### src/rtl/serial_adder_if.sv
// Handshake and data bundle for the bit-serial adder.
//   start  : request to add a/b/cin (master -> slave)
//   a, b   : unsigned operands, WIDTH bits (master -> slave)
//   cin    : carry into bit 0 (master -> slave)
//   busy   : addition in progress (slave -> master)
//   done   : one-cycle pulse, sum/cout freshly updated (slave -> master)
//   sum    : registered result, WIDTH bits (slave -> master)
//   cout   : registered carry out of the top bit (slave -> master)
interface serial_adder_if #(
  parameter int unsigned WIDTH = 8
) ();
  logic             start;
  logic [WIDTH-1:0] a;
  logic [WIDTH-1:0] b;
  logic             cin;
  logic             busy;
  logic             done;
  logic [WIDTH-1:0] sum;
  logic             cout;

  modport master (
    output start, a, b, cin,
    input  busy, done, sum, cout
  );

  modport slave (
    input  start, a, b, cin,
    output busy, done, sum, cout
  );
endinterface

### src/rtl/serial_adder.sv
// Bit-serial adder: {cout, sum} = a + b + cin, one bit per clock, LSB first,
// using a single full-adder cell and a carry flip-flop.
//   clk   : clock, rising edge
//   rst_n : asynchronous active-low reset
//   bus   : serial_adder_if slave port (start/a/b/cin in, busy/done/sum/cout out)
// A start in IDLE captures the operands; SHIFT runs for WIDTH cycles; DONE lasts
// one cycle and then returns to IDLE. Starts outside IDLE are dropped.
module serial_adder #(
  parameter int unsigned WIDTH = 8
) (
  input  logic           clk,
  input  logic           rst_n,
  serial_adder_if.slave  bus
);

  localparam int unsigned CntW = $clog2(WIDTH + 1);

  typedef enum logic [1:0] {
    StIdle  = 2'd0,
    StShift = 2'd1,
    StDone  = 2'd2
  } state_e;

  state_e           r_state, w_state_d;
  logic [WIDTH-1:0] r_a_sr, w_a_sr_d;
  logic [WIDTH-1:0] r_b_sr, w_b_sr_d;
  logic [WIDTH-1:0] r_res_sr, w_res_sr_d;
  logic [WIDTH-1:0] r_sum, w_sum_d;
  logic             r_cout, w_cout_d;
  logic             r_carry, w_carry_d;
  logic [CntW-1:0]  r_cnt, w_cnt_d;

  logic             w_s;
  logic             w_c;
  logic             w_last;
  logic [WIDTH-1:0] w_res_shift;

  // Single full-adder cell on the operand LSBs and the carry FF.
  assign w_s    = r_a_sr[0] ^ r_b_sr[0] ^ r_carry;
  assign w_c    = (r_a_sr[0] & r_b_sr[0]) | (r_a_sr[0] & r_carry) | (r_b_sr[0] & r_carry);
  assign w_last = (r_cnt == CntW'(WIDTH - 1));

  // New sum bit enters at the MSB; after WIDTH shifts bit 0 sits at position 0.
  if (WIDTH == 1) begin : g_res_w1
    assign w_res_shift = w_s;
  end else begin : g_res_wn
    assign w_res_shift = {w_s, r_res_sr[WIDTH-1:1]};
  end

  always_comb begin
    w_state_d  = r_state;
    w_a_sr_d   = r_a_sr;
    w_b_sr_d   = r_b_sr;
    w_res_sr_d = r_res_sr;
    w_sum_d    = r_sum;
    w_cout_d   = r_cout;
    w_carry_d  = r_carry;
    w_cnt_d    = r_cnt;
    case (r_state)
      StIdle: begin
        if (bus.start) begin
          w_a_sr_d  = bus.a;
          w_b_sr_d  = bus.b;
          w_carry_d = bus.cin;
          w_cnt_d   = '0;
          w_state_d = StShift;
        end
      end
      StShift: begin
        w_a_sr_d   = r_a_sr >> 1;
        w_b_sr_d   = r_b_sr >> 1;
        w_res_sr_d = w_res_shift;
        w_carry_d  = w_c;
        w_cnt_d    = r_cnt + CntW'(1);
        if (w_last) begin
          w_sum_d   = w_res_shift;
          w_cout_d  = w_c;
          w_state_d = StDone;
        end
      end
      StDone: begin
        w_state_d = StIdle;
      end
      default: begin
        w_state_d = StIdle;
      end
    endcase
  end

  always_ff @(posedge clk or negedge rst_n) begin
    if (!rst_n) begin
      r_state  <= StIdle;
      r_a_sr   <= '0;
      r_b_sr   <= '0;
      r_res_sr <= '0;
      r_sum    <= '0;
      r_cout   <= 1'b0;
      r_carry  <= 1'b0;
      r_cnt    <= '0;
    end else begin
      r_state  <= w_state_d;
      r_a_sr   <= w_a_sr_d;
      r_b_sr   <= w_b_sr_d;
      r_res_sr <= w_res_sr_d;
      r_sum    <= w_sum_d;
      r_cout   <= w_cout_d;
      r_carry  <= w_carry_d;
      r_cnt    <= w_cnt_d;
    end
  end

  assign bus.busy = (r_state == StShift);
  assign bus.done = (r_state == StDone);
  assign bus.sum  = r_sum;
  assign bus.cout = r_cout;

endmodule

### src/flat_wrapper.sv
// flat-port wrapper written by rule: the top's interface ports become plain ports
module serial_adder_flat 
#(
  parameter int unsigned WIDTH = 8
)
  (clk, rst_n, bus_start, bus_a, bus_b, bus_cin, bus_busy, bus_done, bus_sum, bus_cout);
  serial_adder_if #(.WIDTH(WIDTH)) bus_i ();
  input  logic clk;
  input  logic rst_n;
  input wire logic [$bits(bus_i.start)-1:0] bus_start;
  input wire logic [$bits(bus_i.a)-1:0] bus_a;
  input wire logic [$bits(bus_i.b)-1:0] bus_b;
  input wire logic [$bits(bus_i.cin)-1:0] bus_cin;
  output wire logic [$bits(bus_i.busy)-1:0] bus_busy;
  output wire logic [$bits(bus_i.done)-1:0] bus_done;
  output wire logic [$bits(bus_i.sum)-1:0] bus_sum;
  output wire logic [$bits(bus_i.cout)-1:0] bus_cout;
  assign bus_i.start = bus_start;
  assign bus_i.a = bus_a;
  assign bus_i.b = bus_b;
  assign bus_i.cin = bus_cin;
  assign bus_busy = bus_i.busy;
  assign bus_done = bus_i.done;
  assign bus_sum = bus_i.sum;
  assign bus_cout = bus_i.cout;
  serial_adder #(.WIDTH(WIDTH)) u_core (.clk(clk), .rst_n(rst_n), .bus(bus_i));
endmodule
### config.mk
export PLATFORM = sky130hd
export DESIGN_NAME = serial_adder_flat
export DESIGN_NICKNAME = d
export VERILOG_FILES = /design/src/rtl/serial_adder_if.sv /design/src/rtl/serial_adder.sv /design/src/flat_wrapper.sv
export SDC_FILE = /design/constraint.sdc
export NUM_CORES = 1
export LEC_CHECK = 0
export ABC_CLOCK_PERIOD_IN_PS = 2500
export CAP_MARGIN = 20
export CELL_PAD_IN_SITES_DETAIL_PLACEMENT = 1
export CELL_PAD_IN_SITES_GLOBAL_PLACEMENT = 1
export CORE_MARGIN = 1
export CORE_UTILIZATION = 38
export DETAILED_ROUTE_END_ITERATION = 8
export GPL_ROUTABILITY_DRIVEN = 0
export GPL_TIMING_DRIVEN = 0
export PLACE_DENSITY = 0.75
export SYNTH_ARGS = -nofsm -noshare
export SYNTH_HDL_FRONTEND = slang
export SYNTH_SLANG_ARGS = --single-unit
### constraint.sdc
create_clock -name clk -period 2.5 [get_ports clk]
set_clock_uncertainty 0.15 [all_clocks]
set_input_delay 0.5 -clock clk [delete_from_list [all_inputs] [get_ports clk]]
set_output_delay 0.5 -clock clk [all_outputs]
set_load 0.01 [all_outputs]
==> metrics.csv <==
stage,metric,value,unit
critical_path,CP Capture Type,primary output,
floorplanning,die area,4740,um2
clock_tree,deepest clock path buffer count,2,
sta,Final period util,93.8,%
drt,Iteration-0 DRC Markers,81,
clock_tree,TritonCTS clock tree,yes,
clock_tree,CTS H-tree depth,2,
logic_synthesis,yosys warns,0,
placement,IO buf count,30,
sta,RSZ-0062 raised after global routing,false,
floorplanning,Ports,31,
clock_tree,CTS Root Cell,clkbuf_8,
critical_path,slowest CP cell,clkdlybuf4s50_1,
sta,worst hold slack,0.158,ns
flow_run,MaxCap Viol Count,0,
placement,DP Worst Slack,0.0884,ns
global_routing,vias in the first global route,1313,
global_routing,Total GRT Usage,19.0,%
clock_tree,clock latency on the worst-skew pair,0.30,ns
cells_and_area,area delta synth->final,28.1,%
logic_synthesis,post-synth top area share,57.5,%
logic_synthesis,Mapped Nets,183,
drt,drt pass-1 iters,4,
sta,Tightest Pin Transition,0.860,ns
clock_tree,setup bufs post-CTS,0,
drt,Vias,1318,
critical_path,Critical Path Source Type,flip-flop,
logic_synthesis,sequential fraction of the synthesis area,57.5,%
sta,Final setup viols,0,
logic_synthesis,syn_area_per_cell,10.5,um2
logic_synthesis,dominant synthesized flop cell,dfrtp_1,
logic_synthesis,"FFs w/ async S/R, synth",100,%
critical_path,Max stage delay on crit path,0.55,ns
critical_path,CP required,1.85,ns
clock_tree,"CTS clk-pin slew, worst paths",0.08,ns
global_routing,antenna violations before repair,0,
sta,Final WS setup,0.155,ns
sta,fmax,0.426,GHz
global_routing,largest net degree at the start of global routing,40,
logic_synthesis,Yosys cell types,22,
placement,HPWL after DPL,2.78,mm
logic_synthesis,Syn Inst Count,161,
sta,final-report hold violation count,0,
sta,"Slew Viols, Final",0,
sta,Slew HR,42.7,%
floorplanning,row cnt,23,
drt,ANT nets after route,0,
power,leakage power,0.954,nW
floorplanning,Core Footprint,4140,um2
logic_synthesis,number of synthesized flops with an enable pin,0,
global_routing,first-pass GRT wire length,6.34,mm
critical_path,crit-path cells,buf_2 > nor2b_1 > clkdlybuf4s50_1,
sta,setup TNS,0,ns
cells_and_area,fin util,52.4,%
logic_synthesis,synth cell count leaders,"dfrtp_1, nand2_1, o21ai_0",
critical_path,Critical Path Fanout Max,19,
floorplanning,Initial Util,40.9,%
sta,clock period minus worst slack,2.35,ns
power,maximum VDD drop,0.000401,V
drt,WL/cell,15.9,um
logic_synthesis,synthesized area,1700,um2
logic_synthesis,top-count cell post-synth,dfrtp_1,
drt,DRC viols,0,
power,PD cells,1200,nW/um2
drt,vias per cell,5.34,
clock_tree,clock sinks,39,
cells_and_area,Antenna Cells,0,
floorplanning,DIE HEIGHT,68.8,um
cells_and_area,FILL cells,462,
logic_synthesis,largest cells by area after synthesis,"dfrtp_1, nand2_1, a22oi_1, mux2_2, o21ai_0",
clock_tree,CTS buffer count,5,
critical_path,Worst EP arrival,1.70,ns
global_routing,Overflow after GRT,0,
floorplanning,die width,68.8,um
status,outcome,finished clean,
cells_and_area,layout cells sized above 1,11.7,%
logic_synthesis,"flops & latches, synth",39,
critical_path,Setup CP Type,reg -> out,
min_path,Worst Hold Class,in -> async,
logic_synthesis,cell taking the most area after synthesis,dfrtp_1,
cells_and_area,nets,218,
drt,Routed WL,3.92,mm
## report_power, final
group / switching, mW / internal, mW / leakage (nW)
Combinational: 0.516 / 0.460 / 0.387
Sequential: 0.184 / 0.893 / 0.505
Clock: 0.226 / 0.323 / 0.0612
Total: 0.926 / 1.68 / 0.954
## flip-flops by register name (all words and copies together) (netlist names)
name and flops:
u_core.r_res_sr 7, u_core.r_b_sr 8, u_core.bus.sum 8, u_core.r_carry 1
u_core.r_a_sr 8, u_core.r_cnt 4, u_core.r_state 2, u_core.bus.cout 1
## cell families after synthesis
kind of cell	after synthesis	share of synthesized area (%)
buf+inv	12	2.95
compound gates	47	17.0
simple gates	51	14.1
fa+ha+maj	2	1.92
flops	39	57.5
mux	10	6.56
## routing by layer
metal	routed length, um	GRT usage, %	up-vias
li1	-	-	625
met1	1730	23.4	661
met2	1980	31.6	26
met3	156	5.92	6
met4	51	6.12	0
met5	0	0	-
## worst max-delay path, delay by kind of cell, from the launching register on
kind,cells,cell delay [ns]
buffers and inverters,2,0.86
flip-flops,1,0.35
AND/OR/NAND/NOR,1,0.18
## path summary, 6_finish.rpt
kind | from | to | slack [ns] | depth (start not counted)
min reg2reg | u_core.r_res_sr[1]$_DFFE_PN0P_ | u_core.r_res_sr[1]$_DFFE_PN0P_ | 0.34 | 2
max | u_core.r_state[1]$_DFFE_PN0P_ | bus_done | 0.15 | 3
min | rst_n | u_core.r_res_sr[1]$_DFFE_PN0P_ | 0.16 | 1
max reg2reg | u_core.r_cnt[0]$_DFFE_PN0P_ | u_core.bus.cout$_DFFE_PN0P_ | 0.66 | 4
min in group clk | u_core.r_res_sr[1]$_DFFE_PN0P_ | u_core.r_res_sr[1]$_DFFE_PN0P_ | 0.34 | 2
max in group asynchronous | rst_n | u_core.r_res_sr[4]$_DFFE_PN0P_ | 1.50 | 1
## placed cells by master (no fill, tap or decap), types with 2 or more instances in the layout
cell and n:
clkbuf_8 6, buf_2 3, nand2_1 33, mux2_2 9, nor2_1 2, clkdlybuf4s50_1 28
nor2b_1 12, dfrtp_1 39, a22oi_1 15, o21ai_0 18, nand3_1 2, clkbuf_1 5
a21oi_1 10
## repair_timing
action | CTS | global route
hold buffers | 0 | 0
endpoints found under the setup margin | 2 | 1
pin swaps | 0 | 0
resized for setup | 2 | 3
## stage by stage
stage	area, um2	power, mW	std cells
after CTS	2170	2.63	247
after detailed placement	2050	2.08	241
after global routing	2170	2.81	247
after global placement	2060	2.02	241
final	2170	2.60	247
after floorplan	1700	1.67	161
## area by class of cell
class	count	area, um2	area share (%)
Inverter	2	12.5	0.576
Tap cell	50	62.6	2.88
Multi-Input combinational cell	110	671	30.9
Sequential cell	39	976	44.9
Timing Repair Buffer	30	298	13.7
Clock buffer	6	82.6	3.80
Buffer	8	36.3	1.67
Clock inverter	2	35.0	1.61
Note: power is estimated with default switching activity, not from simulation.
